[src/rtl/shiftreg_pkg.sv]
// Shared types and helpers for the shift-register serializer controller.
package shiftreg_pkg;

    typedef enum logic [1:0] {
        IDLE  = 2'd0,
        SHIFT = 2'd1,
        DONE  = 2'd2
    } state_t;

    // Number of bits needed to hold values 0..value-1.
    function automatic int clog2(input int value);
        int result;
        int v;
        result = 0;
        v      = value - 1;
        while (v > 0) begin
            result = result + 1;
            v      = v >> 1;
        end
        return result;
    endfunction

endpackage

[src/rtl/shift_tick.sv]
// Bit-period down-counter: loads on word accept, reloads on terminal count while running.
module shift_tick #(
    parameter int DIV_W = 8
) (
    input  logic             i_clk,
    input  logic             i_rst_n,
    input  logic             i_load,
    input  logic [DIV_W-1:0] i_load_val,
    input  logic             i_run,
    input  logic [DIV_W-1:0] i_reload_val,
    output logic             o_zero
);

    logic [DIV_W-1:0] cnt_q;
    logic [DIV_W-1:0] cnt_d;

    always_comb begin
        cnt_d = cnt_q;
        if (i_load) begin
            cnt_d = i_load_val;
        end else if (i_run) begin
            cnt_d = (cnt_q == '0) ? i_reload_val : cnt_q - DIV_W'(1);
        end
    end

    always_ff @(posedge i_clk or negedge i_rst_n) begin
        if (!i_rst_n) begin
            cnt_q <= '0;
        end else begin
            cnt_q <= cnt_d;
        end
    end

    assign o_zero = (cnt_q == '0);

endmodule

[src/rtl/shiftreg_ser_ctrl.sv]
// Serializer controller: accepts parallel words by valid/ready and shifts them out MSB-first
// with a programmable bit period, reporting completion and honouring abort.
module shiftreg_ser_ctrl
    import shiftreg_pkg::*;
#(
    parameter int WIDTH = 8,
    parameter int DIV_W = 8
) (
    input  logic             i_clk,
    input  logic             i_rst_n,
    input  logic             i_valid,
    output logic             o_ready,
    input  logic [WIDTH-1:0] i_data,
    input  logic [DIV_W-1:0] i_div,
    input  logic             i_abort,
    output logic             o_ser,
    output logic             o_bit_strobe,
    output logic             o_busy,
    output logic             o_done
);

    localparam int BCW = clog2(WIDTH);

    state_t           state_q, state_d;
    logic [WIDTH-1:0] shreg_q, shreg_d;
    logic [BCW-1:0]   bit_cnt_q, bit_cnt_d;
    logic [DIV_W-1:0] div_q, div_d;
    logic             ready_q, ready_d;
    logic             ser_q, ser_d;
    logic             tick_zero;
    logic             tick_load;
    logic             strobe;
    logic             busy;
    logic             done;

    shift_tick #(
        .DIV_W(DIV_W)
    ) u_tick (
        .i_clk       (i_clk),
        .i_rst_n     (i_rst_n),
        .i_load      (tick_load),
        .i_load_val  (i_div),
        .i_run       (state_q == SHIFT),
        .i_reload_val(div_q),
        .o_zero      (tick_zero)
    );

    always_comb begin
        state_d   = state_q;
        shreg_d   = shreg_q;
        bit_cnt_d = bit_cnt_q;
        div_d     = div_q;
        tick_load = 1'b0;
        strobe    = 1'b0;
        busy      = 1'b0;
        done      = 1'b0;
        case (state_q)
            IDLE: begin
                if (i_valid && ready_q) begin
                    shreg_d   = i_data;
                    div_d     = i_div;
                    bit_cnt_d = BCW'(WIDTH - 1);
                    tick_load = 1'b1;
                    state_d   = SHIFT;
                end
            end
            SHIFT: begin
                busy = 1'b1;
                // Abort wins over the strobe and the terminal bit count.
                if (i_abort) begin
                    state_d = IDLE;
                end else if (tick_zero) begin
                    strobe = 1'b1;
                    if (bit_cnt_q == '0) begin
                        state_d = DONE;
                    end else begin
                        shreg_d   = {shreg_q[WIDTH-2:0], 1'b0};
                        bit_cnt_d = bit_cnt_q - BCW'(1);
                    end
                end
            end
            DONE: begin
                done    = 1'b1;
                state_d = IDLE;
            end
            default: begin
                state_d = IDLE;
            end
        endcase
        ready_d = (state_d == IDLE);
        ser_d   = (state_d == SHIFT) ? shreg_d[WIDTH-1] : 1'b0;
    end

    always_ff @(posedge i_clk or negedge i_rst_n) begin
        if (!i_rst_n) begin
            state_q   <= IDLE;
            shreg_q   <= '0;
            bit_cnt_q <= '0;
            div_q     <= '0;
            ready_q   <= 1'b0;
            ser_q     <= 1'b0;
        end else begin
            state_q   <= state_d;
            shreg_q   <= shreg_d;
            bit_cnt_q <= bit_cnt_d;
            div_q     <= div_d;
            ready_q   <= ready_d;
            ser_q     <= ser_d;
        end
    end

    assign o_ready      = ready_q;
    assign o_ser        = ser_q;
    assign o_bit_strobe = strobe;
    assign o_busy       = busy;
    assign o_done       = done;

endmodule
[config.mk]
export PLATFORM = sky130hd
export DESIGN_NAME = shiftreg_ser_ctrl
export DESIGN_NICKNAME = d
export VERILOG_FILES = /design/src/rtl/shiftreg_pkg.sv /design/src/rtl/shift_tick.sv /design/src/rtl/shiftreg_ser_ctrl.sv
export SDC_FILE = /design/constraint.sdc
export NUM_CORES = 1
export LEC_CHECK = 0
export BUFFER_PORTS_ARGS = -buffer_cell sky130_fd_sc_hd__buf_4
export CAP_MARGIN = 5
export CORE_ASPECT_RATIO = 1.2
export CORE_UTILIZATION = 30
export DETAILED_ROUTE_END_ITERATION = 10
export PLACE_DENSITY = 0.45
export SLEW_MARGIN = 20
export SYNTH_ARGS = -nofsm -noshare
export SYNTH_HDL_FRONTEND = slang
export SYNTH_SLANG_ARGS = --single-unit
[constraint.sdc]
create_clock -name i_clk -period 2.6 [get_ports i_clk]
set_input_delay 0.52 -clock i_clk [delete_from_list [all_inputs] [get_ports i_clk]]
set_output_delay 0.52 -clock i_clk [all_outputs]
set_load 0.02 [all_outputs]
# After elaboration in Yosys (flattened, before gate mapping)
# Cells that the tools add are included.
# op_classes
add_sub_neg	2
eq_ne	7
n_mux	26
reduce_logical	9
# op_table
op	count
$mux W8	7
$pmux W8 S2	1
$mux W3	4
$logic_not A8 Y1	1
$mux W1	8
$mux W2	4
$ne A2 B2 Y1 const B	4
$sub A8 B1 Y8 const B	1
$pmux W3 S2	1
$reduce_and A5 Y1	1
$eq A2 B1 Y1 const B	2
$logic_not A2 Y1	2
$pmux W2 S2	1
$reduce_bool A2 Y1	2
$logic_not A3 Y1	1
$sub A3 B1 Y3 const B	1
$eq A2 B2 Y1 const B	1
$reduce_and A2 Y1	1
$logic_and A1 B1 Y1	1
# word_totals
register_bits	31
inputBits	20
output_inout_bits	5

# Logic depth before layout (Yosys ltp)
# Gate-level depths: netlist (run 1).
# depth
word_depth	7
ltp_mapped	6

# By module
# A second synthesis (run 1) with hierarchy kept.
# unflattened
cells_unflattened	146
hier_area_um2	1599.0
# modules_own_cells
mod	instances	cells_each	area_each_um2
shiftreg_ser_ctrl	1	75	997.2
shift_tick	1	71	601.8

# Worst setup path before layout (run 1)
# Ideal clock, no wire load.
# synth_timing
path_kind	register to register
start	reg u_tick.cnt_q[0]
end	reg bit_cnt_q[2]
setup_time_ps	126
arrival_ps	1938
required_time_ps	2474
path_slack_ps	536
stages_incl_launch_ff	7
period_less_slack_ps	2064
path_cell_list	dfrtp_1 -> inv_1 -> ha_1 -> or3b_2 -> nor4_4 -> a21boi_1 -> a311o_1
# synth_via
elab_chain_len	3
# synth_rtl
item	line_no	rtl
start: declaration	shift_tick.sv:14	logic [DIV_W-1:0] cnt_q;
start signal: assignment	shift_tick.sv:30	cnt_q <= cnt_d;
$logic_not A8 Y1	shift_tick.sv:34	assign o_zero = (cnt_q == '0);
$ne A2 B2 Y1 (no source line)	--	
$reduce_and A5 Y1 (no source line)	--	
end signal: assignment	shiftreg_ser_ctrl.sv:105	bit_cnt_q <= bit_cnt_d;
end: declaration	shiftreg_ser_ctrl.sv:26	logic [BCW-1:0] bit_cnt_q, bit_cnt_d;
# No other way between the ends.
# A chain may end at the register's enable or synchronous reset.

# Final worst setup path (run 1)
# layout_timing
start	reg u_tick.cnt_q[1]
end	out o_bit_strobe
# layout_via
elab_chain_len	4
# layout_rtl
item	line_no	rtl
$logic_not A8 Y1	shift_tick.sv:34	
$mux W1	shiftreg_ser_ctrl.sv:72	end else if (tick_zero) begin
$mux W1	shiftreg_ser_ctrl.sv:70	if (i_abort) begin
$mux W1	shiftreg_ser_ctrl.sv:57	case (state_q)
end: declaration	shiftreg_ser_ctrl.sv:17	output logic o_bit_strobe,
# No other way between the ends.

==> results of run 1 <==
==> critical path, delay by kind of cell, from the launching register on <==
kind                     cells  cell delay (ps)
flip-flops                   1              390
buffers and inverters        2              300
adder cells (fa/ha/maj)      1              180
AND/OR/NAND/NOR              2              780
==> power by group through the flow <==
stage                     sequential [mW]  clock (mW)  combinational (mW)
after global placement              0.868           0               0.757
final                               0.865       0.496               0.760
after detailed placement            0.867           0               0.764
after CTS                           0.859       0.513               0.770
after floorplan                     0.825           0               0.569
after global routing                0.901       0.538               0.871
==> final cells by class <==
type	count	area, sq um	share of cell area
clock buffer	6	82.6	0.0407
multi-input combinational	132	820	0.404
tap	62	77.6	0.0383
clock inverter	2	35.0	0.0173
sequential	31	776	0.383
timing repair buffer	28	210	0.104
inverter	7	26.3	0.0130
==> logic make-up after synthesis <==
family | synth area share
compound gates | 0.175
xor+xnor | 0.0160
fa+ha+maj | 0.0305
flops | 0.473
mux | 0.00610
simple gates | 0.270
buf+inv | 0.0297
==> registers in the layout, indices dropped and copies added (netlist names) <==
signal and count:
u_tick.cnt_q 8, bit_cnt_q 3, o_ready 1, shreg_q 8
o_ser 1, div_q 8, state_q 2
==> Yosys cell counts, drive strengths merged <==
cell     count
o211a        2
dfrtp       31
nor2        13
or4          1
a311o        1
or3          4
nand3b       2
and4bb       1
and2         7
o211ai       4
a211oi       1
clkinv       1
o311ai       4
o21ai        8
nand2b       1
nor2b        3
o22ai        1
ha           4
nand2       41
buf          1
xor2         3
and3         2
inv          6
o41a         1
nor3         4
mux2i        1
a2bb2oi      1
nor4         3
a221o        6
clkbuf       3
a21boi       1
or3b         1
nor3b        2
nand3        1
a21oi        4
a31oi        4
==> cells in the final DEF (no fill, tap or decap), types with 3 or more instances in the layout <==
cell type and instances:
a21oi_1 4, a221o_1 6, a31oi_1 3, and2_1 7, buf_4 28, clkbuf_8 6, dfrtp_1 31, ha_1 4
inv_1 5, nand2_1 40, nor2_1 11, nor2b_1 3, nor3_1 4, o211ai_1 4, o21ai_0 7, o311ai_0 4
or3_1 4, xor2_1 3
==> layer usage <==
layer	share of wire	up-vias	wire, microns
li1	-	681	-
met1	0.47	658	1860
met2	0.47	28	1850
met3	0.043	5	167
met4	0.011	0	44
met5	0	-	0
==> how the worst min path moves through the flow <==
stage | start | end | slack (ps) | cells past startpoint
2_1_floorplan | i_rst_n | bit_cnt_q[0] | 220 | 0
3_3_place_gp | div_q[7] | div_q[7] | 460 | 2
3_5_place_dp | div_q[4] | div_q[4] | 470 | 2
4_1_cts | i_rst_n | bit_cnt_q[0] | 180 | 1
5_1_grt | i_rst_n | shreg_q[0] | 190 | 1
6_report | i_rst_n | div_q[4] | 170 | 1
==> per-stage QoR <==
stage | setup slack [ps] | hold WS [ps] | utilization | power, mW
6_report | 147 | 165 | 0.385 | 2.12
3_5_place_dp | 407 | 466 | 0.361 | 1.63
5_1_grt | 30.9 | 186 | 0.385 | 2.31
3_3_place_gp | 428 | 460 | 0.361 | 1.63
4_1_cts | 80.8 | 176 | 0.383 | 2.14
2_1_floorplan | 536 | 224 | - | 1.39
==> timing repair <==
action                     CTS  global route
resized for setup            0             2
setup endpoints to repair    0             1
hold endpoints to repair     0             0
setup buffers                0             1
==> impl_metrics.ini, run 1 <==
[run_status]
status = complete, no violations

[worst_setup_path]
r2r_slack_ps = 500
cp-endpoint = o_bit_strobe
endpoint_kind = primary output
cp_slowest_stage_delay_ps = 430
rr_endpoint = bit_cnt_q[2]
cp-start-kind = register
rr_worst_depth = 7
worstReg2RegStart = u_tick.cnt_q[1]
arrival_ps = 1930
cp.required_ps = 2080
path_max_fanout = 4
cp-startpoint = u_tick.cnt_q[1]
critPathKind = reg -> out
cp_slowest_cell = or3b_4
cp_cell_sequence = inv_1, ha_1, or3b_4, nor4_4, buf_4

[logic_synthesis]
ys_seq_elements = 31
synth_top_cells_by_area = dfrtp_1, nand2_1, a221o_1
syn_inst = 174
seq_area_frac_synth = 0.473
yosysTopAreaCell = dfrtp_1
synth_nets = 198
synth.distinct_cells = 42
yosysWarnings = 0
yosysTopAreaCellShare = 0.473
synth_area_per_cell_sq_um = 9.43
netlist_area_sq_mm = 0.00164

[timing]
rsz0062_at_grt = no
setup_violations = 0
hold_viol = 0
fmax_mhz = 408
tightest_slew_ps = 508
finalSetupTns_ps = 0
slew_headroom = 0.662
fin_crit_sh = 0.943
drv_slew = 0
fin_crit_ps = 2450
skew_ps = 8.78

[grt]
grt_start_max_net_pins = 32
antenna_found_initial = 0
grt_util_met1 = 0.187
overflow = 0
gr-usage-met3 = 0.0449
grt_usage = 0.149
met2_usage = 0.245
grt_pass1_wl_mm = 6.78
busiest_layer = met2
grt_pass1_vias = 1410

[detailed_routing]
firstDrtPassIters = 4
avgRoutedWirePerCell_microns = 14.6
vias = 1372
drtAntennaViolNets = 0
vias_per_cell = 5.12
drt-initial-drc-count = 65
routed_wirelength_mm = 3.92
drc_errors = 0

[clock_network]
ctsHoldBuffers = 0
cts_tree = built
clock-sinks = 31
cts_buffers = 5
clockBufferDepth = 2
clk_latency_ps = 280
clkSlewWorstSetupHoldPaths_ps = 70
htree_levels = 2
root_buffer = clkbuf_8

[placed_design]
place_congestion = 0.765
dp.cells = 259
dp_hpwl_mm = 2.68
port_buffers = 24
post_dp_cell_area_sq_mm = 0.00190

[final_layout]
finalNonFillerCells = 268
synthToLayoutAreaGrowth_pct = 23.5
fillers = 527
drive_above_1_share = 0.218
nets = 229
fin_area_sq_mm = 0.00203
antenna_cells = 0

[pwr]
pwr-share-seq = 0.408
powerDensity_mw_per_mm2 = 1050
vdd.ir_drop.worst_mv = 0.265
swShare = 0.371
combPwrFrac = 0.358
p_int_mw = 1.33
switching_power_mw = 0.787
clkPwrFrac = 0.234
leakagePower_nw = 0.954

[floorplan]
core_area_sq_mm = 0.00526
io_pins = 25
die_h_microns = 83.0
core.rowCount = 29
start_util = 0.312
die_area_sq_mm = 0.00577
die_w_microns = 69.5

[run]
maxCapViolations = 0

[min_path]
hold_class = in -> async
(Power assumes the default switching activity.)
==> run 2, diff against run 1 <==
Settings changed: CORE_UTILIZATION 30 to 56, PLACE_DENSITY 0.45 to 0.76, SETUP_SLACK_MARGIN from default to 0.3.
==> run 2 against run 1 <==
Against the previous run: core utilization increased by 33 points; clock power down 46%; via count up 7.2%; largest power group is now combinational logic.
==> impl_metrics.ini, run 2 (same netlist as run 1, synthesis figures left out) <==
[run_status]
status = complete, no violations

[clock_network]
htree_levels = 2
ctsHoldBuffers = 0
root_buffer = clkbuf_4
cts_tree = built
clock-sinks = 31
clockBufferDepth = 2
clk_latency_ps = 330
clkSlewWorstSetupHoldPaths_ps = 100
cts_buffers = 5

[pwr]
combPwrFrac = 0.439
switching_power_mw = 0.832
leakagePower_nw = 0.944
powerDensity_mw_per_mm2 = 1020
p_int_mw = 1.20
clkPwrFrac = 0.132
vdd.ir_drop.worst_mv = 0.702
swShare = 0.409
pwr-share-seq = 0.429

[timing]
whs_ps = 105
setup_violations = 0
slew_headroom = 0.644
fin_crit_sh = 0.919
skew_ps = 4.98
rsz0062_at_grt = yes
fmax_mhz = 419
hold_viol = 0
tightest_slew_ps = 532
finalSetupTns_ps = 0
drv_slew = 0
fin_crit_ps = 2390

[min_path]
hold_class = in -> async

[grt]
antenna_found_initial = 0
grt_start_max_net_pins = 32
grt_pass1_wl_mm = 6.15
overflow = 0
grt_pass1_vias = 1403
grt_usage = 0.274

[worst_setup_path]
worstReg2RegStart = u_tick.cnt_q[3]
arrival_ps = 1870
endpoint_kind = primary output
critPathKind = reg -> out
cp.required_ps = 2080
rr_endpoint = shreg_q[3]
rr_worst_depth = 5
path_max_fanout = 5
r2r_slack_ps = 530
cp-start-kind = register

[final_layout]
final_cell_mix = nand2_1, buf_4, dfrtp_1
final_common_cell = nand2_1
reg_top3 = div_q: 8 flops, shreg_q: 8 flops, u_tick.cnt_q: 8 flops
nets = 235
drive_above_1_share = 0.259
antenna_cells = 0
synthToLayoutAreaGrowth_pct = 21.3

[floorplan]
core_area_sq_mm = 0.00279
start_util = 0.589
die_w_microns = 51.4
core.rowCount = 21
die_h_microns = 61.3
die_area_sq_mm = 0.00315
io_pins = 25

[detailed_routing]
drc_errors = 0
drt-initial-drc-count = 47
routed_wirelength_mm = 3.96
avgRoutedWirePerCell_microns = 16.1
vias_per_cell = 5.98
firstDrtPassIters = 4
vias = 1471
drtAntennaViolNets = 0

[placed_design]
dp_hpwl_mm = 2.50
place_congestion = 0.836
port_buffers = 24

[run]
maxCapViolations = 0
==> run 2: cell types whose count changed in the layout (fill, tap and decap cells not counted), sizes merged <==
| cell | previous run | this run |
|---|---|---|
| clkbuf | 6 | 7 |
| buf | 28 | 34 |
| clkinvlp | 0 | 1 |
| clkinv | 2 | 1 |
| bufinv | 1 | 0 |
==> run 2: how the worst max path moves through the flow <==
stage / cells past startpoint / slack [ps] / start / to
floorplan: 6 / 540 / u_tick.cnt_q[0] / bit_cnt_q[2]
global placement: 5 / 460 / u_tick.cnt_q[0] / o_bit_strobe
detailed placement: 5 / 400 / u_tick.cnt_q[0] / o_bit_strobe
CTS: 5 / 170 / u_tick.cnt_q[1] / o_bit_strobe
global route: 3 / 150 / u_tick.cnt_q[3] / o_bit_strobe
finish: 3 / 210 / u_tick.cnt_q[3] / o_bit_strobe
==> run 2: worst max-delay path: stages (launching register included) <==
cell,delay [ps]
dfrtp_2,450
or4_4,570
nor4_4,310
buf_4,200
==> run 2: layer usage <==
layer  track usage  part of all wire
met2         0.466              0.50
met5             0                 0
met4         0.151             0.019
met1         0.320              0.42
met3        0.0667             0.060
==> run 2: final cells by class <==
class / instances / area (sq um)
multi-input combinational: 132 / 835
fill: 219 / 795
sequential: 31 / 778
timing repair buffer: 34 / 255
clock buffer: 7 / 45.0
tap: 34 / 42.5
inverter: 7 / 30.0
clock inverter: 1 / 5.00
==> run 2: per-stage QoR <==
stage / util / setup WS, ps / area (sq um) / power [mW] / std cells
final: 0.715 / 212 / 1990 / 2.04 / 246
after global routing: 0.715 / 155 / 1990 / 2.17 / 246
after CTS: 0.707 / 172 / 1970 / 1.98 / 244
after detailed placement: 0.667 / 398 / 1860 / 1.62 / 230
after global placement: 0.667 / 459 / 1860 / 1.57 / 230
after floorplan: - / 536 / 1640 / 1.39 / 174
==> run 2: timing repair <==
item | in CTS | in global routing
pin swaps | 3 | 2
endpoints found under the setup margin | 2 | 2
gates resized for setup | 6 | 3
buffers inserted | 6 | 2
==> run 2: power groups by stage <==
stage                     Clock [mW]  Combinational (mW)  Sequential (mW)
final                          0.269               0.895            0.873
after global routing           0.297               0.976            0.898
after CTS                      0.273               0.848            0.859
after detailed placement           0               0.751            0.865
after global placement             0               0.718            0.856
after floorplan                    0               0.569            0.825
==> run 3, diff against run 2 <==
Settings changed: REMOVE_ABC_BUFFERS from default to 1.
==> run 3 against run 2 <==
Against the previous run: clock power is 9.7% higher; non-clock buffer count is 3 higher; highest routed layer unchanged; wire length is 3.7% higher; register-to-register slack worse by 100 ps; power is 2.4% higher.
==> impl_metrics.ini, run 3 (same netlist as run 1, synthesis figures left out) <==
[run_status]
status = complete, no violations

[clock_network]
cts_buffers = 5
clk_latency_ps = 340
clock-sinks = 31
htree_levels = 2
clkSlewWorstSetupHoldPaths_ps = 100
cts_tree = built
clockBufferDepth = 2
root_buffer = clkbuf_4

[timing]
hold_viol = 0
skew_ps = 6.39
slew_headroom = 0.599
drv_slew = 0
fin_crit_ps = 2350
fin_crit_sh = 0.904
fmax_mhz = 426
setup_violations = 0
rsz0062_at_grt = yes
tightest_slew_ps = 600
finalSetupTns_ps = 0

[grt]
grt_usage = 0.281
grt_pass1_wl_mm = 6.34
met2_usage = 0.479
overflow = 0
antenna_found_initial = 0
grt_start_max_net_pins = 32
gr-usage-met3 = 0.0543
grt_pass1_vias = 1389
busiest_layer = met2
grt_util_met1 = 0.338

[final_layout]
synthToLayoutAreaGrowth_pct = 23.0
drive_above_1_share = 0.276
nets = 238
final_common_cell = nand2_1
final_cell_mix = nand2_1, buf_4, dfrtp_1
antenna_cells = 0
fillers = 219
reg_top3 = div_q: 8 flops, shreg_q: 8 flops, u_tick.cnt_q: 8 flops
fin_util = 0.725

[worst_setup_path]
critPathKind = reg -> out
worstReg2RegStart = u_tick.cnt_q[0]
cp.required_ps = 2080
cp-endpoint = o_bit_strobe
cp-startpoint = u_tick.cnt_q[3]
path_max_fanout = 4
cp-start-kind = register
arrival_ps = 1830
rr_worst_depth = 7
endpoint_kind = primary output
r2r_slack_ps = 430
rr_endpoint = shreg_q[0]

[floorplan]
io_pins = 25
core.rowCount = 21
start_util = 0.589
die_h_microns = 61.3
die_w_microns = 51.4
core_area_sq_mm = 0.00279
die_area_sq_mm = 0.00315

[run]
maxCapViolations = 0

[detailed_routing]
drtAntennaViolNets = 0
firstDrtPassIters = 5
drt-initial-drc-count = 60
routed_wirelength_mm = 4.10
vias = 1470
vias_per_cell = 5.93
avgRoutedWirePerCell_microns = 16.5
drc_errors = 0

[pwr]
power_mw = 2.09
vdd.ir_drop.worst_mv = 0.657
leakagePower_nw = 0.964
powerDensity_mw_per_mm2 = 1030

[placed_design]
dp_hpwl_mm = 2.47
port_buffers = 24
place_congestion = 0.859

[min_path]
hold_class = in -> async
[run 3: changes by cell type in the layout (fill, tap and decap cells not counted)]
cell,change
buf_4,+3
clkbuf_1,-2
clkbuf_8,+1
[run 3: metrics by stage]
| stage | hold slack, ps | worst slack, ps | cells | area [sq um] |
|---|---|---|---|---|
| floorplan | 224 | 536 | 170 | 1620 |
| global placement | 455 | 459 | 230 | 1860 |
| detailed placement | 464 | 407 | 230 | 1860 |
| finish | 95.5 | 251 | 248 | 2020 |
| CTS | 110 | 216 | 243 | 1970 |
| global route | 119 | 206 | 248 | 2020 |
[run 3: worst min path at each step]
| stage | startpoint | to | slack, ps | depth (start not counted) |
|---|---|---|---|---|
| CTS | i_rst_n | u_tick.cnt_q[4] | 110 | 1 |
| detailed placement | div_q[1] | div_q[1] | 460 | 2 |
| floorplan | i_rst_n | bit_cnt_q[0] | 220 | 0 |
| global route | i_rst_n | u_tick.cnt_q[4] | 120 | 1 |
| finish | i_rst_n | div_q[6] | 100 | 1 |
| global placement | div_q[1] | div_q[1] | 450 | 2 |
[run 3: area by class of cell]
type                       count  area [sq um]  share of cell area
inverter                       7          30.0              0.0149
sequential                    31           778               0.385
multi-input combinational    132           835               0.413
clock inverter                 1          5.00             0.00248
clock buffer                   6          51.3              0.0254
timing repair buffer          37           278               0.138
tap                           34          42.5              0.0211
[run 3: layer usage]
layer  wire length [microns]  part of all wire
met5                       0                 0
met3                     192             0.047
met4                      78             0.019
met2                    2130              0.52
met1                    1710              0.42
[run 3: repair_timing]
action / CTS / global route
endpoints found under the hold margin: 0 / 0
resized for setup: 6 / 3
gates cloned: 0 / 0
setup buffers: 6 / 5
pin swaps: 2 / 2
setup endpoints to repair: 2 / 2
hold buffers: 0 / 0
[run 3: critical path, stage by stage, from the launching register on]
cell	delay, ps
dfrtp_2	440
or4_4	580
nor4_4	270
buf_4	190
[run 3: power breakdown]
part	total (mW)	internal, mW	switching [mW]
sequential	0.868	0.686	0.182
clock	0.295	0.125	0.170
combinational	0.924	0.430	0.494
total	2.09	1.24	0.846
